$ cat src/rtl/seq_tx_pkg.sv
// Shared definitions for the serial pattern transmitter: state encodings,
// pattern width and the LEDG debug bit map (common with the sequence detector).
package seq_tx_pkg;

  localparam int WIDTH = 8;
  localparam int CNT_W = 3;

  typedef enum logic [1:0] {
    IDLE = 2'b00,
    SEND = 2'b01,
    PAR  = 2'b10,
    DONE = 2'b11
  } state_e;

  // LEDG debug bit map
  localparam int LEDG_SER     = 0;
  localparam int LEDG_VLD     = 1;
  localparam int LEDG_DONE    = 2;
  localparam int LEDG_PFLG    = 3;
  localparam int LEDG_IDX_LSB = 4;
  localparam int LEDG_IDX_MSB = 6;
  localparam int LEDG_BUSY    = 7;

  // Even parity is the XOR of the data bits; odd parity inverts it.
  function automatic logic parity_f(input logic [WIDTH-1:0] data, input logic odd);
    return (^data) ^ odd;
  endfunction

endpackage

$ cat src/rtl/seq_tx_start_edge_det.sv
// Rising-edge detector for the level start request: one-cycle pulse on 0->1.
module start_edge_det (
  input  logic clk,
  input  logic rst_n,
  input  logic level,
  output logic pulse
);

  logic level_q_r;

  // Track the previous level every clock.
  always_ff @(posedge clk or negedge rst_n) begin
    if (!rst_n) begin
      level_q_r <= 1'b0;
    end else begin
      level_q_r <= level;
    end
  end

  assign pulse = level & ~level_q_r;

endmodule

$ cat src/rtl/seq_tx.sv
// Serial pattern transmitter: latches SW[9:2] on a start edge, shifts it out
// MSB-first on LEDG[0], optionally followed by a parity bit.
module seq_tx
  import seq_tx_pkg::*;
#(
  parameter bit PARITY_EN  = 1'b1,
  parameter bit PARITY_ODD = 1'b0
) (
  input  logic [3:3] KEY,
  input  logic [9:0] SW,
  output logic [7:0] LEDG,
  output logic [7:0] LEDR
);

  logic             clk_s;
  logic             rst_n_s;
  logic             start_lvl_s;
  logic [WIDTH-1:0] pat_s;
  logic             start_pulse_s;

  state_e           state_r;
  state_e           state_nxt_s;
  logic [WIDTH-1:0] shreg_r;
  logic [CNT_W-1:0] cnt_r;
  logic             par_r;
  logic [7:0]       ledg_s;

  assign clk_s       = KEY[3];
  assign rst_n_s     = SW[1];
  assign start_lvl_s = SW[0];
  assign pat_s       = SW[9:2];

  start_edge_det u_start_edge_det (
    .clk   (clk_s),
    .rst_n (rst_n_s),
    .level (start_lvl_s),
    .pulse (start_pulse_s)
  );

  // State register.
  always_ff @(posedge clk_s or negedge rst_n_s) begin
    if (!rst_n_s) begin
      state_r <= IDLE;
    end else begin
      state_r <= state_nxt_s;
    end
  end

  // Next-state decode; a held start keeps DONE from retriggering.
  always_comb begin
    state_nxt_s = IDLE;
    case (state_r)
      IDLE: begin
        if (start_pulse_s) begin
          state_nxt_s = SEND;
        end else begin
          state_nxt_s = IDLE;
        end
      end
      SEND: begin
        if (cnt_r == 3'd7) begin
          state_nxt_s = PARITY_EN ? PAR : DONE;
        end else begin
          state_nxt_s = SEND;
        end
      end
      PAR: begin
        state_nxt_s = DONE;
      end
      DONE: begin
        if (start_lvl_s) begin
          state_nxt_s = DONE;
        end else begin
          state_nxt_s = IDLE;
        end
      end
      default: begin
        state_nxt_s = IDLE;
      end
    endcase
  end

  // Shift register, bit counter and parity: loaded at start, shifted in SEND.
  always_ff @(posedge clk_s or negedge rst_n_s) begin
    if (!rst_n_s) begin
      shreg_r <= 8'h00;
      cnt_r   <= 3'd0;
      par_r   <= 1'b0;
    end else if ((state_r == IDLE) && start_pulse_s) begin
      shreg_r <= pat_s;
      cnt_r   <= 3'd0;
      par_r   <= parity_f(pat_s, PARITY_ODD);
    end else if (state_r == SEND) begin
      shreg_r <= {shreg_r[WIDTH-2:0], 1'b0};
      cnt_r   <= cnt_r + 3'd1;
    end else begin
      shreg_r <= shreg_r;
      cnt_r   <= cnt_r;
      par_r   <= par_r;
    end
  end

  // Moore output decode from the registers only.
  always_comb begin
    ledg_s = 8'h00;
    case (state_r)
      IDLE: begin
        ledg_s = 8'h00;
      end
      SEND: begin
        ledg_s[LEDG_SER]                  = shreg_r[WIDTH-1];
        ledg_s[LEDG_VLD]                  = 1'b1;
        ledg_s[LEDG_BUSY]                 = 1'b1;
        ledg_s[LEDG_IDX_MSB:LEDG_IDX_LSB] = cnt_r;
      end
      PAR: begin
        ledg_s[LEDG_SER]  = par_r;
        ledg_s[LEDG_VLD]  = 1'b1;
        ledg_s[LEDG_PFLG] = 1'b1;
        ledg_s[LEDG_BUSY] = 1'b1;
      end
      DONE: begin
        ledg_s[LEDG_DONE] = 1'b1;
      end
      default: begin
        ledg_s = 8'h00;
      end
    endcase
  end

  assign LEDG = ledg_s;
  assign LEDR = shreg_r;

endmodule

$ cat config.mk
export PLATFORM = sky130hd
export DESIGN_NAME = seq_tx
export DESIGN_NICKNAME = d
export VERILOG_FILES = /design/src/rtl/seq_tx_pkg.sv /design/src/rtl/seq_tx_start_edge_det.sv /design/src/rtl/seq_tx.sv
export SDC_FILE = /design/constraint.sdc
export NUM_CORES = 1
export LEC_CHECK = 0
export ABC_AREA = 0
export BUFFER_PORTS_ARGS = -buffer_cell sky130_fd_sc_hd__buf_2
export CAP_MARGIN = 20
export CORE_MARGIN = 2
export CORE_UTILIZATION = 51
export CTS_BUF_LIST = sky130_fd_sc_hd__clkbuf_8
export CTS_CLUSTER_SIZE = 8
export DETAILED_ROUTE_END_ITERATION = 6
export PLACE_DENSITY = 0.8
export SYNTH_ARGS = -nofsm -noshare
export SYNTH_HDL_FRONTEND = slang
export SYNTH_SLANG_ARGS = --single-unit
$ cat constraint.sdc
create_clock -name KEY -period 1.4 [get_ports KEY]
set_input_delay 0.14 -clock KEY [delete_from_list [all_inputs] [get_ports KEY]]
set_output_delay 0.14 -clock KEY [all_outputs]
set_load 0.02 [all_outputs]
---- After elaboration in Yosys (flattened, before gate mapping) ----
Index checks and enable logic that the tools add are counted.
cells by class
  $add $sub $neg .......................... 1
  eq/ne operators ......................... 4
  multiplexer cells ....................... 13
  bitwise gates (word level) .............. 2
  reductions and logical operators ........ 5
operators by type and width
  operator                                        count
  two-way mux 8 bit                               2
  two-way mux 3 bit                               3
  case mux 2 bit (4 select lines)                 1
  parity 8 bit                                    1
  == test 2 bit (second input constant)           2
  two-way mux 1 bit                               4
  two-way mux 2 bit                               2
  case mux 2 bit (2 select lines)                 1
  adder 3 x 1 -> 3 bit (second input constant)    1
  == test 3 bit (second input constant)           1
  == test 2 x 1 -> 1 bit (second input constant)  1
  logical NOT 2 bit                               1
  nonzero test 2 bit                              1
  OR reduction 2 bit                              1
  AND 1 bit                                       1
  logical AND 1 bit                               1
  inverter 1 bit                                  1
storage, ports and cells
  bits in registers ....................... 15
  bits of input ports ..................... 11
  logic and storage cells ................. 30

---- Longest topological paths before layout ----
  depth after elaboration ................. 4
  mapped depth ............................ 7

---- Modules after synthesis ----
A second synthesis with hierarchy kept.
unflattened totals
  cells, all modules ...................... 81
  area total of the unflattened synthesis .. 848.3 um2
modules (own cells, without submodules)
  module          instances  cells each  area each (um2)  seq. area each (um2)
  seq_tx          1          79          809.5            350.3
  start_edge_det  1          2           38.8             25.0

---- Worst setup path after synthesis ----
No wires, ideal clock.
  path kind ............................... reg-to-output
  start point ............................. register state_r[0]
  end point ............................... output port LEDG[0]
  arrival time ............................ 1.241 ns
  data required time ...................... 1.260 ns
  path slack .............................. 0.019 ns
  cell stages (with the launch flop) ...... 5
  buffers on the path ..................... 0
  cells stage by stage .................... dfrtp_1 > inv_1 > ha_1 > a22oi_1 > nor2b_1
on the way
  cells in the longest elaborated chain, start to end .. 2
  elaborated cells on any way between the ends .. 3
RTL lines
  item                                                            RTL line       text
  from (decl)                                                     seq_tx.sv:21   state_e state_r;
  from (signal assigned)                                          seq_tx.sv:45   state_r <= state_nxt_s;
  == test 2 bit / == test 2 x 1 -> 1 bit (equally long branches)  seq_tx.sv:106  case (state_r)
  case mux 2 bit (2 select lines) (*)                             seq_tx.sv:106
  to (decl)                                                       seq_tx.sv:11   output logic [7:0] LEDG,
Every way passes the cells marked *; elsewhere a longest branch is shown, timed or not.

---- Worst setup path in the final report ----
  start point ............................. register state_r[1]
  end point ............................... output port LEDG[0]
Same word-level chain as after synthesis.

==> summary.txt <==
Run status
  • Status: complete, but fails checks
  • Failing checks: setup timing

Route
  • Avg Vias per Cell: 5.01
  • WL/cell: 14.1 microns
  • First DRT Iteration DRCs: 0
  • DR pass1 iterations: 1
  • # DRC: 0
  • Via count: 656
  • Final wirelength: 1.85 mm
  • Post-route ant nets: 0

Power
  • Pint: 0.00102 W
  • PwrDens: 1340 mW/mm^2
  • PnR Total Power: 0.00158 W
  • Clock power frac: 21.6%
  • Switching power total: 0.000567 W
  • VDD IR max: 1.05 mV
  • Static leakage: 0.561 nW
  • Combinational group share of total power: 37.1%
  • Switching Fraction: 35.8%
  • Part of the power in registers: 41.2%

Critical path
  • CP Cell Sequence: inv_2 > ha_4 > nor2b_1 > buf_4
  • CP Capture Type: output pin
  • CP max-delay cell: dfrtp_1
  • CP startpoint kind: register
  • Required time of the critical path: 1260 ps
  • Largest stage delay on the critical path: 410 ps
  • Crit path DAT: 1310 ps
  • CP max FO: 3
  • R2R depth: 5
  • Setup CP Type: register to output pin

STA
  • Slew Limit Fails: 0
  • Final hold vios: 0
  • Max Clk Rate: 0.692 GHz
  • Skew final: 0.653 ps
  • Min Tclk post-route: 1450 ps
  • RSZ-0062 raised after global routing: yes
  • Slew margin rel.: 77.8%
  • Fin crit share: 103%
  • Worst slew pin tran: 333 ps
  • Final setup margin: -45.1 ps
  • Final setup fails: 1

CTS
  • Inserted Clock Buffers: 3
  • Clk sink count: 15
  • CTS root buf: clkbuf_8
  • Clock-pin transition on the worst setup and hold timing paths: 60 ps
  • Worst-skew pair later-pin latency: 240 ps
  • Max Root-Sink Buffers: 2
  • Max H-tree Level: 1
  • CTS tree: built

Cells and area
  • Final Util: 77.7%
  • Antenna cells: 0
  • Area Growth Syn to Fin: 42.5%
  • Fin cells: 131
  • Number of fill cells: 111
  • Share of layout cells above drive strength 1: 42.6%
  • Multi-input gate area: 497 sq um
  • Nets: 134
  • FF+latch area: 375 sq um

Synthesis
  • Post-Syn Nets: 97
  • Count leader, synth: dfrtp_1
  • Cells after Synth: 79
  • Commonest cells post-synth: dfrtp_1 (15), nand2_1 (11), mux2i_1 (9), o21ai_0 (8), xnor2_1 (8)
  • Top_reg_cell synth: dfrtp_1
  • Area share of the largest cell type after synthesis: 45.2%
  • Post-Syn Area: 831 sq um
  • Synth Warn #: 0
  • Syn_area_per_cell: 10.5 sq um
  • Post-synthesis sequential area ratio: 45.2%
  • Ys async rst share: 100%
  • Largest cells by area after synthesis: dfrtp_1 (45%), mux2i_1 (11%), ha_1 (11%), xnor2_1 (8.4%), nand2_1 (5.0%)
  • Seq cells post-synth: 15
  • Post-synth EDFFs: 0
  • Distinct cells, synth: 18
  • Area leader, netlist: dfrtp_1

Die
  • Num rows: 14
  • Die height: 44.4 microns
  • Die width: 44.4 microns
  • Die Footprint: 0.00197 sq mm
  • Num ports: 27
  • Initial Util: 54.5%
  • Core ar.: 0.00152 sq mm

Worst hold path
  • Worst Hold Class: input pin to register
  • Hold Crit Depth: 1

Global routing
  • Initial antenna violation count: 0
  • Largest net degree at the start of global routing: 16
  • Total Routing Usage GR: 21.9%
  • Overflow after GRT: 0
  • First-pass GRT wire length: 3.05 mm
  • Vias in the first global route: 709

Placement
  • IO Port Bufs: 26
  • HPWL Detailed: 1.22 mm
  • Cells after DPL: 122
  • Gpl congestion: 0.707

Job
  • Max Cap Violations: 0
[per-stage QoR]
stage          hold WS [ps]  instance area (sq um)  setup slack (ps)  TNS (ps)
6_report               67.1                   1180             -45.1     -45.1
5_1_grt                67.4                   1180             -95.5      -383
4_1_cts                46.7                   1120             -21.8     -43.5
3_5_place_dp           58.2                    991              28.5         0
3_3_place_gp           57.7                    991              78.4         0
2_1_floorplan          -156                    831              19.4         0
[layout make-up]
type / instances / area share, %
sequential: 15 / 31.7
multi-input combinational: 58 / 42.0
inverter: 3 / 0.951
clock buffer: 3 / 3.49
tap: 16 / 1.69
clock inverter: 1 / 0.317
timing repair buffer: 35 / 19.9
[power by group through the flow]
stage / sequential (W) / clock, W / combinational, W
after CTS: 0.000651 / 0.000343 / 0.000562
after detailed placement: 0.000650 / 0 / 0.000518
after global routing: 0.000669 / 0.000364 / 0.000654
final: 0.000653 / 0.000342 / 0.000588
after global placement: 0.000647 / 0 / 0.000505
after floorplan: 0.000721 / 0 / 0.000272
[cell families after synthesis]
| group | after synthesis | share of synthesized area [%] |
|---|---|---|
| adder cells (fa/ha/maj) | 7 | 10.5 |
| flip-flops | 15 | 45.2 |
| XOR/XNOR | 8 | 8.43 |
| buffers and inverters | 6 | 3.76 |
| AND/OR/NAND/NOR | 22 | 12.8 |
| AO/OA/AOI/OAI | 12 | 8.43 |
| multiplexers | 9 | 10.8 |
[layer usage]
layer	part of all wire, %	wire length, microns	global-route usage [%]
met5	0	0	0
met3	3.6	66	4.90
met1	44	820	29.1
met2	50	931	35.3
met4	1.8	33	7.27
[worst max-delay path: cells and delay by family (launching register included)]
family | cells | cell delay [ps]
fa+ha+maj | 1 | 280
buf+inv | 2 | 250
flops | 1 | 410
simple gates | 1 | 120
[layout by cell type (no fill, tap or decap), drive strengths merged]
cell	instances
a221oi	2
a22oi	1
and2	3
buf	34
clkbuf	3
dfrtp	15
dlygate4sd3	1
ha	7
inv	4
mux2i	9
nand2	11
nand3b	1
nor2	5
nor2b	1
o21ai	9
or2	1
xnor2	8
[registers in the layout, indices dropped and copies added (netlist names)]
signal	cells
LEDR	8
cnt_r	3
state_r	2
par_r	1
u_start_edge_det.level_q_r	1
[worst paths after layout]
kind / startpoint / slack [ps] / to
max in group asynchronous: SW[1] / 830 / LEDR[6]
min reg2reg: par_r / 540 / par_r
max: state_r[1] / -50 / LEDG[0]
min: SW[0] / 70 / u_start_edge_det.level_q_r
max reg2reg: state_r[0] / 40 / state_r[1]
min in group asynchronous: SW[1] / 320 / cnt_r[2]
[repair_timing]
item	4_1_cts	5_1_grt
pin swaps	2	3
resized for setup	12	14
endpoints found under the setup margin	4	16
setup buffers	3	1
hold endpoints to repair	15	0
gates cloned	0	0
hold buffers	1	0
Power figures use the tool's default switching activity.
